$ cat config.mk
export PLATFORM = sky130hd
export DESIGN_NAME = axi_pcie_tx_arbiter
export DESIGN_NICKNAME = d
export VERILOG_FILES = /design/src/rtl/axi_pcie_tx_arbiter.sv
export SDC_FILE = /design/constraint.sdc
export NUM_CORES = 1
export LEC_CHECK = 0
export ABC_AREA = 1
export CAP_MARGIN = 20
export CORE_AREA = 3 3 125 127
export CTS_BUF_LIST = sky130_fd_sc_hd__clkbuf_8 sky130_fd_sc_hd__clkbuf_16
export DETAILED_ROUTE_END_ITERATION = 12
export DIE_AREA = 0 0 128 130
export MAX_ROUTING_LAYER = met4
export PLACE_DENSITY = 0.56
export SLEW_MARGIN = 30
export SYNTH_ARGS = -nofsm -noshare
export SYNTH_HDL_FRONTEND = slang
export SYNTH_SLANG_ARGS = --single-unit
$ cat constraint.sdc
create_clock -name com_iclk -period 1.7 [get_ports com_iclk]
set_clock_uncertainty 0.05 [all_clocks]
set_input_delay 0.255 -clock com_iclk [delete_from_list [all_inputs] [get_ports com_iclk]]
set_output_delay 0.255 -clock com_iclk [all_outputs]
set_load 0.05 [all_outputs]
$ cat src/rtl/axi_pcie_tx_arbiter.sv
// Packet-granular round-robin arbiter merging the CC, RR and CFG AXI-stream
// requesters onto the single TX datapath, with a starvation guard for completions.
module axi_pcie_tx_arbiter #(
  parameter int C_DATA_WIDTH      = 64,
  parameter int C_CC_STARVE_LIMIT = 4,
  parameter int TCQ               = 1,
  parameter int STRB_WIDTH        = C_DATA_WIDTH / 8
) (
  input  logic                    com_iclk,
  input  logic                    com_sysrst,
  input  logic                    trn_lnk_up,
  input  logic [C_DATA_WIDTH-1:0] s_axis_cc_tdata,
  input  logic [STRB_WIDTH-1:0]   s_axis_cc_tstrb,
  input  logic                    s_axis_cc_tlast,
  input  logic [3:0]              s_axis_cc_tuser,
  input  logic                    s_axis_cc_tvalid,
  output logic                    s_axis_cc_tready,
  input  logic [C_DATA_WIDTH-1:0] s_axis_rr_tdata,
  input  logic [STRB_WIDTH-1:0]   s_axis_rr_tstrb,
  input  logic                    s_axis_rr_tlast,
  input  logic [3:0]              s_axis_rr_tuser,
  input  logic                    s_axis_rr_tvalid,
  output logic                    s_axis_rr_tready,
  input  logic [C_DATA_WIDTH-1:0] s_axis_cfg_tdata,
  input  logic [STRB_WIDTH-1:0]   s_axis_cfg_tstrb,
  input  logic                    s_axis_cfg_tlast,
  input  logic [3:0]              s_axis_cfg_tuser,
  input  logic                    s_axis_cfg_tvalid,
  output logic                    s_axis_cfg_tready,
  output logic [C_DATA_WIDTH-1:0] m_axis_tx_tdata,
  output logic [STRB_WIDTH-1:0]   m_axis_tx_tstrb,
  output logic                    m_axis_tx_tlast,
  output logic [3:0]              m_axis_tx_tuser,
  output logic                    m_axis_tx_tvalid,
  input  logic                    m_axis_tx_tready,
  output logic [2:0]              gnt_onehot,
  output logic [1:0]              o_dbg_state,
  output logic [3:0]              o_dbg_starve_cnt
);

  // Handshake: a beat transfers on a rising edge where tvalid & tready are both
  // high; tvalid never waits on tready, and payload holds while valid & !ready.

  typedef enum logic [1:0] {
    IDLE    = 2'd0,
    GNT_CC  = 2'd1,
    GNT_RR  = 2'd2,
    GNT_CFG = 2'd3
  } state_t;

  localparam logic [3:0] LP_LIMIT = 4'(C_CC_STARVE_LIMIT);
  // TCQ only models clock-to-Q in older flows; it folds into the saturation constant.
  localparam logic [3:0] LP_SAT   = 4'(15 + 0 * TCQ);

  state_t     r_state, w_state_nxt, w_winner;
  logic [1:0] r_ptr, w_ptr_nxt;
  logic [3:0] r_starve_cnt, w_starve_nxt;
  logic       r_cc_seen, w_cc_seen_nxt;
  logic [2:0] w_req;
  logic       w_src_valid, w_src_last, w_last_hs;

  assign w_req = {s_axis_cfg_tvalid, s_axis_rr_tvalid, s_axis_cc_tvalid};

  // Rotating priority from r_ptr, overridden when CC has waited too long.
  always_comb begin
    w_winner = GNT_CC;
    if (w_req[0] && (r_starve_cnt >= LP_LIMIT)) begin
      w_winner = GNT_CC;
    end else begin
      case (r_ptr)
        2'd1: begin
          if (w_req[1])      w_winner = GNT_RR;
          else if (w_req[2]) w_winner = GNT_CFG;
          else               w_winner = GNT_CC;
        end
        2'd2: begin
          if (w_req[2])      w_winner = GNT_CFG;
          else if (w_req[0]) w_winner = GNT_CC;
          else               w_winner = GNT_RR;
        end
        default: begin
          if (w_req[0])      w_winner = GNT_CC;
          else if (w_req[1]) w_winner = GNT_RR;
          else               w_winner = GNT_CFG;
        end
      endcase
    end
  end

  always_comb begin
    w_state_nxt       = r_state;
    w_ptr_nxt         = r_ptr;
    w_starve_nxt      = r_starve_cnt;
    w_cc_seen_nxt     = r_cc_seen;
    m_axis_tx_tdata   = '0;
    m_axis_tx_tstrb   = '0;
    m_axis_tx_tlast   = 1'b0;
    m_axis_tx_tuser   = '0;
    m_axis_tx_tvalid  = 1'b0;
    s_axis_cc_tready  = 1'b0;
    s_axis_rr_tready  = 1'b0;
    s_axis_cfg_tready = 1'b0;
    gnt_onehot        = 3'b000;
    w_src_valid       = 1'b0;
    w_src_last        = 1'b0;
    case (r_state)
      IDLE: begin
        w_cc_seen_nxt = 1'b0;
        if (trn_lnk_up && (|w_req)) w_state_nxt = w_winner;
      end
      GNT_CC: begin
        m_axis_tx_tdata  = s_axis_cc_tdata;
        m_axis_tx_tstrb  = s_axis_cc_tstrb;
        m_axis_tx_tlast  = s_axis_cc_tlast;
        m_axis_tx_tuser  = s_axis_cc_tuser;
        m_axis_tx_tvalid = s_axis_cc_tvalid;
        s_axis_cc_tready = m_axis_tx_tready;
        gnt_onehot       = 3'b001;
        w_src_valid      = s_axis_cc_tvalid;
        w_src_last       = s_axis_cc_tlast;
      end
      GNT_RR: begin
        m_axis_tx_tdata  = s_axis_rr_tdata;
        m_axis_tx_tstrb  = s_axis_rr_tstrb;
        m_axis_tx_tlast  = s_axis_rr_tlast;
        m_axis_tx_tuser  = s_axis_rr_tuser;
        m_axis_tx_tvalid = s_axis_rr_tvalid;
        s_axis_rr_tready = m_axis_tx_tready;
        gnt_onehot       = 3'b010;
        w_src_valid      = s_axis_rr_tvalid;
        w_src_last       = s_axis_rr_tlast;
        w_cc_seen_nxt    = r_cc_seen | s_axis_cc_tvalid;
      end
      GNT_CFG: begin
        m_axis_tx_tdata   = s_axis_cfg_tdata;
        m_axis_tx_tstrb   = s_axis_cfg_tstrb;
        m_axis_tx_tlast   = s_axis_cfg_tlast;
        m_axis_tx_tuser   = s_axis_cfg_tuser;
        m_axis_tx_tvalid  = s_axis_cfg_tvalid;
        s_axis_cfg_tready = m_axis_tx_tready;
        gnt_onehot        = 3'b100;
        w_src_valid       = s_axis_cfg_tvalid;
        w_src_last        = s_axis_cfg_tlast;
        w_cc_seen_nxt     = r_cc_seen | s_axis_cc_tvalid;
      end
    endcase

    w_last_hs = w_src_valid & m_axis_tx_tready & w_src_last;
    if (w_last_hs) begin
      w_state_nxt   = IDLE;
      w_cc_seen_nxt = 1'b0;
      case (r_state)
        GNT_CC:  w_ptr_nxt = 2'd1;
        GNT_RR:  w_ptr_nxt = 2'd2;
        default: w_ptr_nxt = 2'd0;
      endcase
      if (r_state == GNT_CC) begin
        w_starve_nxt = 4'd0;
      end else if (r_cc_seen || s_axis_cc_tvalid) begin
        w_starve_nxt = (r_starve_cnt == LP_SAT) ? r_starve_cnt : r_starve_cnt + 4'd1;
      end
    end
  end

  always_ff @(posedge com_iclk) begin
    if (com_sysrst) begin
      r_state      <= IDLE;
      r_ptr        <= 2'd0;
      r_starve_cnt <= 4'd0;
      r_cc_seen    <= 1'b0;
    end else begin
      r_state      <= w_state_nxt;
      r_ptr        <= w_ptr_nxt;
      r_starve_cnt <= w_starve_nxt;
      r_cc_seen    <= w_cc_seen_nxt;
    end
  end

  assign o_dbg_state      = r_state;
  assign o_dbg_starve_cnt = r_starve_cnt;

endmodule

==> flow_metrics.py, run 1 <==
metrics = {
    "min_path": {
        "min_path_cells": 2,
        "hold_path_class": "register to register",
        "min_from": "r_cc_seen$_SDFFE_PP0P_",
        "hold_end": "r_cc_seen$_SDFFE_PP0P_",
    },
    "sta": {
        "worst_pin_slew_ns": 0.317,
        "rsz0062_at_grt": "true",
        "drv_slew": 0,
        "fin_crit_sh": 1.03,
        "finalHoldViolCount": 0,
        "fmax_ghz": 0.571,
        "finalWorstSetupSlack_ns": -0.0515,
        "whs_ns": 0.423,
        "fin_tns_setup_ns": -0.905,
        "worst_slew_margin_rel": 0.787,
        "fin_crit_ns": 1.75,
        "setup_viol": 50,
    },
    "yosys": {
        "synthMuxAreaShare": 0,
        "ys_top_cells_by_count": "245 x nand2_1, 88 x nand3_1, 14 x inv_1, 14 x nor2_1, 13 x buf_2",
        "yosys.area.top_type_share": 0.460,
        "synthAdderAreaFrac": 0.0188,
        "synth-compound-area-share": 0.0463,
        "synth-simple-area-share": 0.745,
        "yosys.area.top_type": "nand2_1",
        "async_flop_share": 0,
        "ys_ff_latch": 9,
        "synth_top_family_by_area": "simple AND/OR/NAND/NOR gates",
        "ys_seq_area_frac": 0.0902,
        "syn-num-nets": 669,
        "synth_area_leaders": "nand2_1 46%, nand3_1 22%, dfxtp_1 9.0%",
        "syn_inst": 428,
        "syn-cell-area_sq_um": 2000,
        "synth_edf_count": 0,
        "synthFlopType": "dfxtp_1",
        "syn-mean-instance-area_sq_um": 4.67,
        "yosysUniqueCellTypes": 24,
        "synthMostInstantiatedCell": "nand2_1",
        "ys_warn_count": 0,
        "synthXorXnorAreaFrac": 0,
    },
    "die": {
        "die_y_um": 130,
        "core_area_sq_um": 14500,
        "fp.dieW_um": 128,
        "core.rowCount": 44,
        "start_util": 0.137,
        "die_area_sq_um": 16600,
        "io-pin-count": 328,
    },
    "global_route": {
        "grt_pass1_wl_mm": 23.4,
        "grt_usage": 0.182,
        "grt-ovfl-total": 0,
        "grt_pass1_vias": 4417,
        "grt_max_degree": 26,
        "antenna_found_initial": 0,
    },
    "place": {
        "io_buffers": 327,
        "gp_congestion": 0.865,
        "placed_area_sq_um": 6960,
        "place_hpwl_mm": 13.1,
        "dpl.cell_count": 927,
    },
    "pwr": {
        "p_int_mw": 2.27,
        "powerDensity_nw_per_um2": 518,
        "swShare": 0.436,
        "pwr-share-seq": 0.057,
        "p_sw_mw": 1.75,
        "p_comb_frac": 0.842,
        "p_clk_frac": 0.101,
        "peakVddDrop_mv": 0.281,
        "p_leak_nw": 3.52,
    },
    "finish": {
        "stdcell_area_sq_um": 7770,
        "drive_gt1_frac": 0.362,
        "area_growth_pct": 289,
        "num-fill-cells": 1335,
        "fin_nets": 1013,
        "antenna_cells": 0,
        "post-route-util": 0.534,
        "fin_cells": 955,
    },
    "clock_network": {
        "clockRootBuffer": "clkbuf_16",
        "cts.sink_count": 9,
        "cts_hold_buf": 0,
        "htreeDepth": 1,
        "numCtsBuffers": 3,
        "clk_pin_slew_worst_paths_ns": 0.04,
        "clock_path_buffers": 2,
        "cts_tree": "yes",
        "worstSkewPairLatency_ns": 0.23,
    },
    "setup_path": {
        "end_kind": "primary output",
        "path_class": "register to primary output",
        "r2r-start": "o_dbg_state[1]$_SDFFE_PP0P_",
        "worstSetupStartpointType": "register",
        "arrival_ns": 1.45,
        "ff2ff_setup_slack_ns": 0.07,
        "crit_path_max_fanout": 8,
        "crit_required_ns": 1.39,
        "r2r-end": "o_dbg_starve_cnt[2]$_SDFFE_PP0P_",
        "ff2ff_path_depth": 10,
    },
    "routing": {
        "drtAntennaViolNets": 0,
        "vias": 4313,
        "drtIter0Drc": 123,
        "routed_via_density": 4.52,
        "drc": 0,
        "firstDrtPassIters": 4,
        "routed_wl_mm": 17.1,
        "wl_per_cell_um": 17.9,
    },
    "job": {
        "max_cap_violations": 0,
    },
    "run_status": {
        "failed_checks": "negative setup slack",
        "status": "finished, violations left",
    },
}
[per-stage QoR]
step,power (mW),setup slack (ns)
6_report,4.02,-0.0515
5_1_grt,4.18,-0.101
4_1_cts,3.86,-0.0695
3_5_place_dp,3.32,0.00555
3_3_place_gp,3.30,0.0811
2_1_floorplan,1.56,0.0121
[worst max-delay path by stage]
stage	start	to	slack, ns	cells after the start
2_1_floorplan	o_dbg_state[0]$_SDFFE_PP0P_	m_axis_tx_tdata[15]	0.01	7
4_1_cts	o_dbg_state[1]$_SDFFE_PP0P_	m_axis_tx_tdata[24]	-0.07	7
5_1_grt	o_dbg_state[1]$_SDFFE_PP0P_	m_axis_tx_tdata[23]	-0.10	7
6_report	o_dbg_state[1]$_SDFFE_PP0P_	m_axis_tx_tdata[48]	-0.05	7
3_5_place_dp	s_axis_cc_tvalid	o_dbg_starve_cnt[0]$_SDFFE_PP0P_	0.006	6
3_3_place_gp	s_axis_cc_tvalid	o_dbg_starve_cnt[0]$_SDFFE_PP0P_	0.08	6
[per-layer routing]
metal,global-route usage,vias up,part of all wire
li1,-,2052,-
met4,0.0175,0,0.0091
met3,0.0364,10,0.074
met5,-,-,0
met2,0.345,225,0.54
met1,0.205,2026,0.38
[state kept, by name (all words and copies together), names as in the netlist]
name,count
o_dbg_state,2
o_dbg_starve_cnt,4
r_cc_seen,1
r_ptr,2
[area by class of cell]
cell class,count,area (sq um),area share
clock buffer,3,75.1,0.00966
clock inverter,1,3.75,0.000483
inverter,18,82.6,0.0106
multi-input combinational,376,2440,0.314
sequential,9,188,0.0242
tap,184,230,0.0296
timing repair buffer,364,4750,0.611
[layout by cell type (no fill, tap or decap), drive strengths merged]
cell and count:
dfxtp 9, nand2 246, nor2 16, clkbuf 11
o211ai 1, nand4 1, nand3 91, o21bai 1
ha 3, inv 18, nor3 2, o31ai 1
o21ai 6, clkinv 1, clkdlybuf4s50 237, buf 119
a21oi 8
[worst max-delay path, stage by stage (launching register included)]
cell and delay, ns:
dfxtp_4 0.36, inv_4 0.05, nor2_4 0.14, buf_12 0.18
clkbuf_16 0.17, nand2_2 0.06, nand3_4 0.09, buf_12 0.14
[cells by family after synthesis]
logic type	Yosys count
AND/OR/NAND/NOR	356
AO/OA/AOI/OAI	17
flip-flops	9
adder cells (fa/ha/maj)	3
buffers and inverters	43
[power by group through the flow]
stage	clock network [mW]	logic (mW)	registers, mW
2_1_floorplan	0	1.31	0.249
3_3_place_gp	0	3.06	0.240
3_5_place_dp	0	3.08	0.242
4_1_cts	0.409	3.22	0.230
5_1_grt	0.426	3.53	0.232
6_report	0.406	3.38	0.230
[what timing repair did]
item / CTS / global route
gates cloned: 5 / 10
pin swaps: 9 / 24
resized for setup: 23 / 72
buffers inserted: 6 / 3
setup endpoints to repair: 76 / 79
No activity file was read; power rests on OpenSTA's default activity.
==> run 2, diff against run 1 <==
Settings changed: CORE_AREA 3 3 125 127 to 3 3 127 129, DIE_AREA 0 0 128 130 to 0 0 130 132, PLACE_DENSITY 0.56 to 0.54.
Clock period 1.7 ns to 2.2 ns, I/O delays scaled along.
==> flow_metrics.py, run 2 (same netlist as run 1, synthesis figures left out) <==
metrics = {
    "finish": {
        "stdcell_area_sq_um": 6460,
        "num-fill-cells": 1565,
        "fin_nets": 983,
        "area_growth_pct": 223,
        "mostFrequentLayoutCells": "245 x nand2_1, 242 x clkdlybuf4s50_1, 89 x buf_12",
        "antenna_cells": 0,
        "largest_reg_flops": 4,
        "fin_cells": 929,
        "drive_gt1_frac": 0.155,
        "post-route-util": 0.426,
        "final_common_cell": "nand2_1",
    },
    "setup_path": {
        "path_cells": "nand2_1 -> inv_2 -> buf_12 -> nand2_1 -> nand3_1 -> buf_12",
        "slowest_delay_ns": 0.50,
        "end_kind": "primary output",
        "path_class": "register to primary output",
        "arrival_ns": 1.63,
        "slowest_stage": "dfxtp_1",
        "crit_required_ns": 1.82,
        "crit_path_max_fanout": 44,
        "worstSetupStartpointType": "register",
    },
    "pwr": {
        "p_sw_mw": 1.20,
        "pwr-share-seq": 0.066,
        "swShare": 0.438,
        "p_comb_frac": 0.819,
        "p_clk_frac": 0.116,
        "p_leak_nw": 2.69,
        "p_int_mw": 1.54,
        "peakVddDrop_mv": 0.241,
        "powerDensity_nw_per_um2": 423,
    },
    "place": {
        "io_buffers": 327,
        "place_hpwl_mm": 12.1,
        "dpl.cell_count": 925,
        "gp_congestion": 0.815,
        "dp_slack_ns": 0.322,
        "placed_area_sq_um": 6370,
    },
    "sta": {
        "finalHoldViolCount": 0,
        "worst_pin_slew_ns": 0.528,
        "rsz0062_at_grt": "false",
        "worst_slew_margin_rel": 0.647,
        "fmax_ghz": 0.497,
        "fin_crit_ns": 2.01,
        "fin_tns_setup_ns": 0,
        "fin_crit_sh": 0.914,
        "setup_viol": 0,
        "finalWorstSetupSlack_ns": 0.189,
        "drv_slew": 0,
    },
    "clock_network": {
        "cts_tree": "yes",
        "numCtsBuffers": 3,
        "worstSkewPairLatency_ns": 0.23,
        "clockRootBuffer": "clkbuf_16",
        "cts_hold_buf": 0,
        "clk_pin_slew_worst_paths_ns": 0.04,
        "cts.sink_count": 9,
        "cts_setup_buffers": 0,
        "htreeDepth": 1,
        "ctsResizeCount": 0,
        "clock_path_buffers": 2,
    },
    "die": {
        "core.rowCount": 45,
        "die_area_sq_um": 17200,
        "start_util": 0.132,
        "core_area_sq_um": 15100,
        "io-pin-count": 328,
        "fp.dieW_um": 130,
        "die_y_um": 132,
    },
    "run_status": {
        "status": "finished, final reports clean",
    },
    "global_route": {
        "grt_usage": 0.160,
        "grt_pass1_wl_mm": 21.3,
        "grt_pass1_vias": 3919,
        "grt-ovfl-total": 0,
        "antenna_found_initial": 0,
        "grt_max_degree": 45,
    },
    "job": {
        "max_cap_violations": 0,
    },
    "min_path": {
        "hold_path_class": "register to register",
    },
    "routing": {
        "drc": 0,
        "drtIter0Drc": 119,
        "drtAntennaViolNets": 0,
        "wl_per_cell_um": 15.3,
        "firstDrtPassIters": 7,
        "vias": 3833,
        "routed_via_density": 4.13,
        "routed_wl_mm": 14.2,
    },
}
==> run 2: layer usage <==
| layer | GRT usage | share of wire | vias to the layer above |
|---|---|---|---|
| met4 | 0.0167 | 0.0068 | 0 |
| met1 | 0.190 | 0.40 | 1627 |
| met2 | 0.280 | 0.49 | 212 |
| li1 | - | - | 1988 |
| met3 | 0.0385 | 0.097 | 6 |
| met5 | - | 0 | - |
==> run 2: cell type report <==
type | instances | area (sq um) | area share
timing repair buffer | 334 | 4230 | 0.655
multi-input combinational | 376 | 1660 | 0.258
tap | 188 | 235 | 0.0364
sequential | 9 | 181 | 0.0281
clock buffer | 3 | 75.1 | 0.0116
inverter | 18 | 67.6 | 0.0105
clock inverter | 1 | 3.75 | 0.000581
==> run 2: critical path, delay by kind of cell, from the launching register on <==
| kind | cells | cell delay (ns) |
|---|---|---|
| buffers and inverters | 3 | 0.47 |
| DFF | 1 | 0.50 |
| and+or+nand+nor | 3 | 0.41 |
==> run 2: final timing paths <==
| kind | from | to | slack (ns) | depth (start not counted) |
|---|---|---|---|---|
| setup / recovery | o_dbg_state[0]$_SDFFE_PP0P_ | m_axis_tx_tdata[35] | 0.19 | 6 |
| hold / removal | r_cc_seen$_SDFFE_PP0P_ | r_cc_seen$_SDFFE_PP0P_ | 0.42 | 2 |
| setup reg to reg | o_dbg_state[0]$_SDFFE_PP0P_ | o_dbg_starve_cnt[3]$_SDFFE_PP0P_ | 0.64 | 8 |
| hold reg to reg | r_cc_seen$_SDFFE_PP0P_ | r_cc_seen$_SDFFE_PP0P_ | 0.42 | 2 |
==> run 2: per-stage QoR <==
stage                     hold WS (ns)  power [mW]
final                            0.425        2.73
after global routing             0.455        2.86
after CTS                        0.430        2.77
after detailed placement         0.425        2.44
after global placement           0.424        2.44
after floorplan                  0.349        1.10
==> run 2: power groups by stage <==
stage,clock network (mW),registers (mW),logic (mW)
floorplan,0,0.192,0.910
global placement,0,0.183,2.25
detailed placement,0,0.183,2.25
CTS,0.324,0.181,2.26
global route,0.333,0.181,2.35
finish,0.316,0.180,2.24
